==> config.mk <==
export PLATFORM = sky130hd
export DESIGN_NAME = pipelined_addsub
export DESIGN_NICKNAME = d
export VERILOG_FILES = /design/src/rtl/addsub_pkg.sv /design/src/rtl/addsub_stage.sv /design/src/rtl/pipelined_addsub.sv
export SDC_FILE = /design/constraint.sdc
export NUM_CORES = 1
export LEC_CHECK = 0
export ABC_AREA = 1
export BUFFER_PORTS_ARGS = -buffer_cell sky130_fd_sc_hd__buf_2
export CORE_MARGIN = 4
export CORE_UTILIZATION = 25
export CTS_CLUSTER_DIAMETER = 100
export CTS_CLUSTER_SIZE = 8
export DETAILED_ROUTE_END_ITERATION = 10
export HOLD_SLACK_MARGIN = 0.06
export PLACE_DENSITY_LB_ADDON = 0.3
export SLEW_MARGIN = 20
export SYNTH_ARGS = -nofsm -noshare
export SYNTH_HDL_FRONTEND = slang
export SYNTH_HIERARCHICAL = 1
export SYNTH_SLANG_ARGS = --single-unit
==> constraint.sdc <==
create_clock -name clk -period 18.8 [get_ports clk]
set_input_delay 3.76 -clock clk [delete_from_list [all_inputs] [get_ports clk]]
set_output_delay 3.76 -clock clk [all_outputs]
set_load 0.02 [all_outputs]
==> src/rtl/addsub_pkg.sv <==
// Shared types and helpers for the pipelined adder/subtractor: slice sizing,
// configuration check, the per-beat control record and the overflow rule.
package addsub_pkg;

  // Control half of a beat. The width-dependent half (partial sum and
  // remaining operand bits) travels alongside as WIDTH-wide vectors.
  typedef struct packed {
    logic valid;
    logic carry;
    logic a_msb;
    logic b_msb;
  } beat_ctl_t;

  function automatic int slice_w(input int width, input int stages);
    return width / stages;
  endfunction

  function automatic bit cfg_ok(input int width, input int stages);
    return (stages >= 1) && (stages <= width) && ((width % stages) == 0);
  endfunction

  function automatic logic signed_ovf(input logic a_msb, input logic b_msb,
                                      input logic s_msb);
    return (a_msb == b_msb) && (s_msb != a_msb);
  endfunction

endpackage

==> src/rtl/addsub_stage.sv <==
// One pipeline stage: ripples slice K of the operands with the incoming carry,
// registers the result, and owns its valid bit and its stall/ready decision.
module addsub_stage
  import addsub_pkg::*;
#(
  parameter int WIDTH  = 32,
  parameter int STAGES = 4,
  parameter int K      = 0
) (
  input  logic             clk,
  input  logic             rst,
  input  beat_ctl_t        ctl_i,
  input  logic [WIDTH-1:0] sum_i,
  input  logic [WIDTH-1:0] a_i,
  input  logic [WIDTH-1:0] b_i,
  output logic             ready_o,
  input  logic             ready_i,
  output beat_ctl_t        ctl_o,
  output logic [WIDTH-1:0] sum_o,
  output logic [WIDTH-1:0] a_o,
  output logic [WIDTH-1:0] b_o
);

  localparam int SLICE = slice_w(WIDTH, STAGES);
  localparam int LSB   = K * SLICE;

  logic             valid_q;
  logic             carry_q;
  logic             carry_d;
  logic             a_msb_q;
  logic             b_msb_q;
  logic [WIDTH-1:0] sum_q;
  logic [WIDTH-1:0] sum_d;
  logic [WIDTH-1:0] a_q;
  logic [WIDTH-1:0] b_q;
  logic             rc;

  // Empty or draining this cycle: either way the stage can take a new beat.
  assign ready_o = !valid_q || ready_i;

  always_comb begin
    sum_d = sum_i;
    rc    = ctl_i.carry;
    for (int i = 0; i < SLICE; i++) begin
      sum_d[LSB+i] = a_i[LSB+i] ^ b_i[LSB+i] ^ rc;
      rc           = (a_i[LSB+i] & b_i[LSB+i]) | (rc & (a_i[LSB+i] ^ b_i[LSB+i]));
    end
    carry_d = rc;
  end

  always_ff @(posedge clk) begin
    if (rst) begin
      valid_q <= 1'b0;
    end else if (ready_o) begin
      valid_q <= ctl_i.valid;
    end
  end

  always_ff @(posedge clk) begin
    if (ready_o && ctl_i.valid) begin
      sum_q   <= sum_d;
      a_q     <= a_i;
      b_q     <= b_i;
      carry_q <= carry_d;
      a_msb_q <= ctl_i.a_msb;
      b_msb_q <= ctl_i.b_msb;
    end
  end

  always_comb begin
    ctl_o.valid = valid_q;
    ctl_o.carry = carry_q;
    ctl_o.a_msb = a_msb_q;
    ctl_o.b_msb = b_msb_q;
  end

  assign sum_o = sum_q;
  assign a_o   = a_q;
  assign b_o   = b_q;

endmodule

==> src/rtl/pipelined_addsub.sv <==
// Pipelined ripple adder/subtractor with borrow-in, signed overflow and a
// fully back-pressured valid/ready handshake; one carry slice per stage.
module pipelined_addsub
  import addsub_pkg::*;
#(
  parameter int WIDTH  = 32,
  parameter int STAGES = 4
) (
  input  logic             clk,
  input  logic             rst,
  input  logic             in_valid,
  output logic             in_ready,
  input  logic [WIDTH-1:0] a,
  input  logic [WIDTH-1:0] b,
  input  logic             carryin,
  input  logic             sub,
  output logic             out_valid,
  input  logic             out_ready,
  output logic [WIDTH-1:0] s,
  output logic             carryout,
  output logic             overflow
);

  if (!cfg_ok(WIDTH, STAGES)) begin : g_cfg_err
    $error("pipelined_addsub: STAGES must be 1..WIDTH and divide WIDTH");
  end

  beat_ctl_t        ctl_in;
  logic [WIDTH-1:0] b_eff;

  beat_ctl_t        ctl_s [STAGES];
  logic [WIDTH-1:0] sum_s [STAGES];
  logic [WIDTH-1:0] a_s   [STAGES];
  logic [WIDTH-1:0] b_s   [STAGES];
  logic             rdy_s [STAGES];

  // Subtraction is a + ~b + ~borrow, so inversion happens once, at entry.
  always_comb begin
    b_eff        = sub ? ~b : b;
    ctl_in.valid = in_valid;
    ctl_in.carry = sub ? ~carryin : carryin;
    ctl_in.a_msb = a[WIDTH-1];
    ctl_in.b_msb = b_eff[WIDTH-1];
  end

  for (genvar k = 0; k < STAGES; k++) begin : g_stage
    beat_ctl_t        ctl_k;
    logic [WIDTH-1:0] sum_k;
    logic [WIDTH-1:0] a_k;
    logic [WIDTH-1:0] b_k;
    logic             rdy_k;

    if (k == 0) begin : g_first
      assign ctl_k = ctl_in;
      assign sum_k = '0;
      assign a_k   = a;
      assign b_k   = b_eff;
    end else begin : g_next
      assign ctl_k = ctl_s[k-1];
      assign sum_k = sum_s[k-1];
      assign a_k   = a_s[k-1];
      assign b_k   = b_s[k-1];
    end

    if (k == STAGES - 1) begin : g_last
      assign rdy_k = out_ready;
    end else begin : g_mid
      assign rdy_k = rdy_s[k+1];
    end

    addsub_stage #(
      .WIDTH  (WIDTH),
      .STAGES (STAGES),
      .K      (k)
    ) u_stage (
      .clk     (clk),
      .rst     (rst),
      .ctl_i   (ctl_k),
      .sum_i   (sum_k),
      .a_i     (a_k),
      .b_i     (b_k),
      .ready_o (rdy_s[k]),
      .ready_i (rdy_k),
      .ctl_o   (ctl_s[k]),
      .sum_o   (sum_s[k]),
      .a_o     (a_s[k]),
      .b_o     (b_s[k])
    );
  end

  // Data registers are not reset; outputs are masked so an idle port reads zero.
  assign in_ready  = rdy_s[0];
  assign out_valid = ctl_s[STAGES-1].valid;
  assign s         = out_valid ? sum_s[STAGES-1] : '0;
  assign carryout  = out_valid & ctl_s[STAGES-1].carry;
  assign overflow  = out_valid & signed_ovf(ctl_s[STAGES-1].a_msb,
                                            ctl_s[STAGES-1].b_msb,
                                            sum_s[STAGES-1][WIDTH-1]);

endmodule

==> results.yml <==
pwr:
  p_int_uw: 695
  power_density_mw_per_mm2: 102
  power.share.clock: 0.385
  ir_drop_v: 0.0000531
  p_seq_frac: 0.564
  total_power_uw: 900
  p_comb_frac: 0.051
  p_leak_nw: 3.59
  p_sw_uw: 204
  swShare: 0.227
clocking:
  clock-sinks: 192
  cts_root_buf: "clkbuf_16"
  clk_path_buf_depth: 2
  cts_setup_buffers: 0
  path_clk_slew_ns: 0.07
  cts_buffers: 17
  cts_hold_buffers: 0
  clk_latency_ns: 0.42
  cts_max_level: 4
  cts_resized: 0
  cts_tree: "yes"
timing:
  period_share: 0.450
  tightest_slew_ns: 0.786
  hold_viol: 0
  setup_violations: 0
  fmax_mhz: 118
  fin_setup_tns_ns: 0
  fin_skew_ns: 0.0142
  finalWorstSetupSlack_ns: 10.35
  period_needed_ns: 8.45
  rsz0062_at_grt: "no"
  drv_slew: 0
  relSlewSlack: 0.476
drt:
  drc: 0
  routed_wl_mm: 11.6
  final_antenna_net_count: 0
  vias: 3252
  drt_iter0_drc: 109
  drt-vias-per-instance: 3.55
  dr.pass1.iters: 5
  wire_per_inst_um: 12.7
outcome:
  status: "finished, final reports clean"
place:
  pre_cts_slack_ns: 10.34
  port-buffer-count: 105
  place_congestion: 0.675
  dp.final_hpwl_mm: 8.14
logic_synthesis:
  synth_area_mm2: 0.00740
  postSynthAreaPerCell_um2: 17.8
  ys_warn_count: 6
  synth_cells: 415
  syn_nets: 517
grt:
  grt_pass1_wl_mm: 19.0
  grt_antenna_before_repair: 1
  overflow: 0
  grt_usage: 0.0753
  grt_pass1_vias: 3689
  grt_max_degree: 60
die:
  fp.coreArea_mm2: 0.0289
  die_w_um: 180
  boundaryPins: 106
  dieArea_mm2: 0.0324
  rows: 62
  initial_core_util: 0.256
  die_y_um: 180
critical_path:
  r2r_start: "g_stage[1].u_stage/a_o[16]"
  crit_type: "input port to output port"
  rrSetupSlack_ns: 15.01
  arrival_ns: 4.69
  crit_fanout: 2
  startpoint_type: "input port"
  critPathLaunch: "out_ready"
  crit_required_ns: 15.04
  end_kind: "output port"
final_layout:
  area_growth_pct: 19.6
  fin_nets: 622
  seq_area_mm2: 0.00573
  n_antenna_cell: 0
  fill_cells: 2866
  drive_above_1_share: 0.298
  multi_input_comb_area_mm2: 0.00120
worst_hold_path:
  hold_path_class: "register to register"
  hp-start: "g_stage[1].u_stage/a_o[29]"
flow_run:
  maxCapViolations: 0
through the flow:
| stage | cells | hold slack, ns | instance area (um^2) | util |
|---|---|---|---|---|
| after floorplan | 415 | 0.400 | 7400 | - |
| after global placement | 885 | 0.402 | 8280 | 0.286 |
| after detailed placement | 885 | 0.405 | 8280 | 0.286 |
| after CTS | 917 | 0.413 | 8850 | 0.306 |
| after global routing | 917 | 0.414 | 8850 | 0.306 |
| final | 917 | 0.413 | 8850 | 0.306 |
cell usage in the layout (no fill, tap or decap), drive strengths merged:
cell type	n
fa	32
nand2	40
buf	110
clkinv	6
clkinvlp	2
edfxtp	188
clkbuf	17
dfxtp	4
xor2	33
nor2	3
inv	90
a21oi	8
area by class of cell:
type / count / share of cell area
sequential: 192 / 0.647
multi-input combinational: 116 / 0.136
timing repair buffer: 110 / 0.0636
tap: 384 / 0.0543
clock buffer: 17 / 0.0480
inverter: 83 / 0.0352
clock inverter: 15 / 0.0165
critical path: stages:
cell and delay (ns):
buf_2 0.10, inv_2 0.08, nand2_2 0.07, inv_2 0.13
nand2_2 0.07, inv_2 0.09, nand2_2 0.07, inv_2 0.09
nand2_2 0.06, buf_2 0.16
power groups by stage:
| stage | sequential, mW | clock, mW | combinational, mW |
|---|---|---|---|
| after floorplan | 0.515 | 0 | 0.0303 |
| after global placement | 0.517 | 0 | 0.0462 |
| after detailed placement | 0.518 | 0 | 0.0482 |
| after CTS | 0.508 | 0.359 | 0.0482 |
| after global routing | 0.510 | 0.378 | 0.0543 |
| final | 0.507 | 0.346 | 0.0463 |
registers in the layout, summed over array words and instances, names as in the netlist:
name	cells
g_stage.u_stage/valid_q	4
g_stage.u_stage/a_msb_q	4
g_stage.u_stage/b_o	48
g_stage.u_stage/b_msb_q	4
g_stage.u_stage/sum_o	80
g_stage.u_stage/carry_q	4
g_stage.u_stage/a_o	48
per-layer routing:
layer  vias up  track usage  part of all wire
met1      1605       0.0833              0.39
met2        66        0.134              0.54
met4         2       0.0287             0.014
met5         -            0            0.0017
li1       1567            -                 -
met3        12       0.0256             0.049
final timing paths:
check        cells after the start                            to
min reg2reg                      0    g_stage[2].u_stage/a_o[29]
max                             10                      in_ready
max reg2reg                     12  g_stage[2].u_stage/sum_o[23]
min                              0    g_stage[2].u_stage/a_o[29]
No activity file was read; power rests on OpenSTA's default activity.
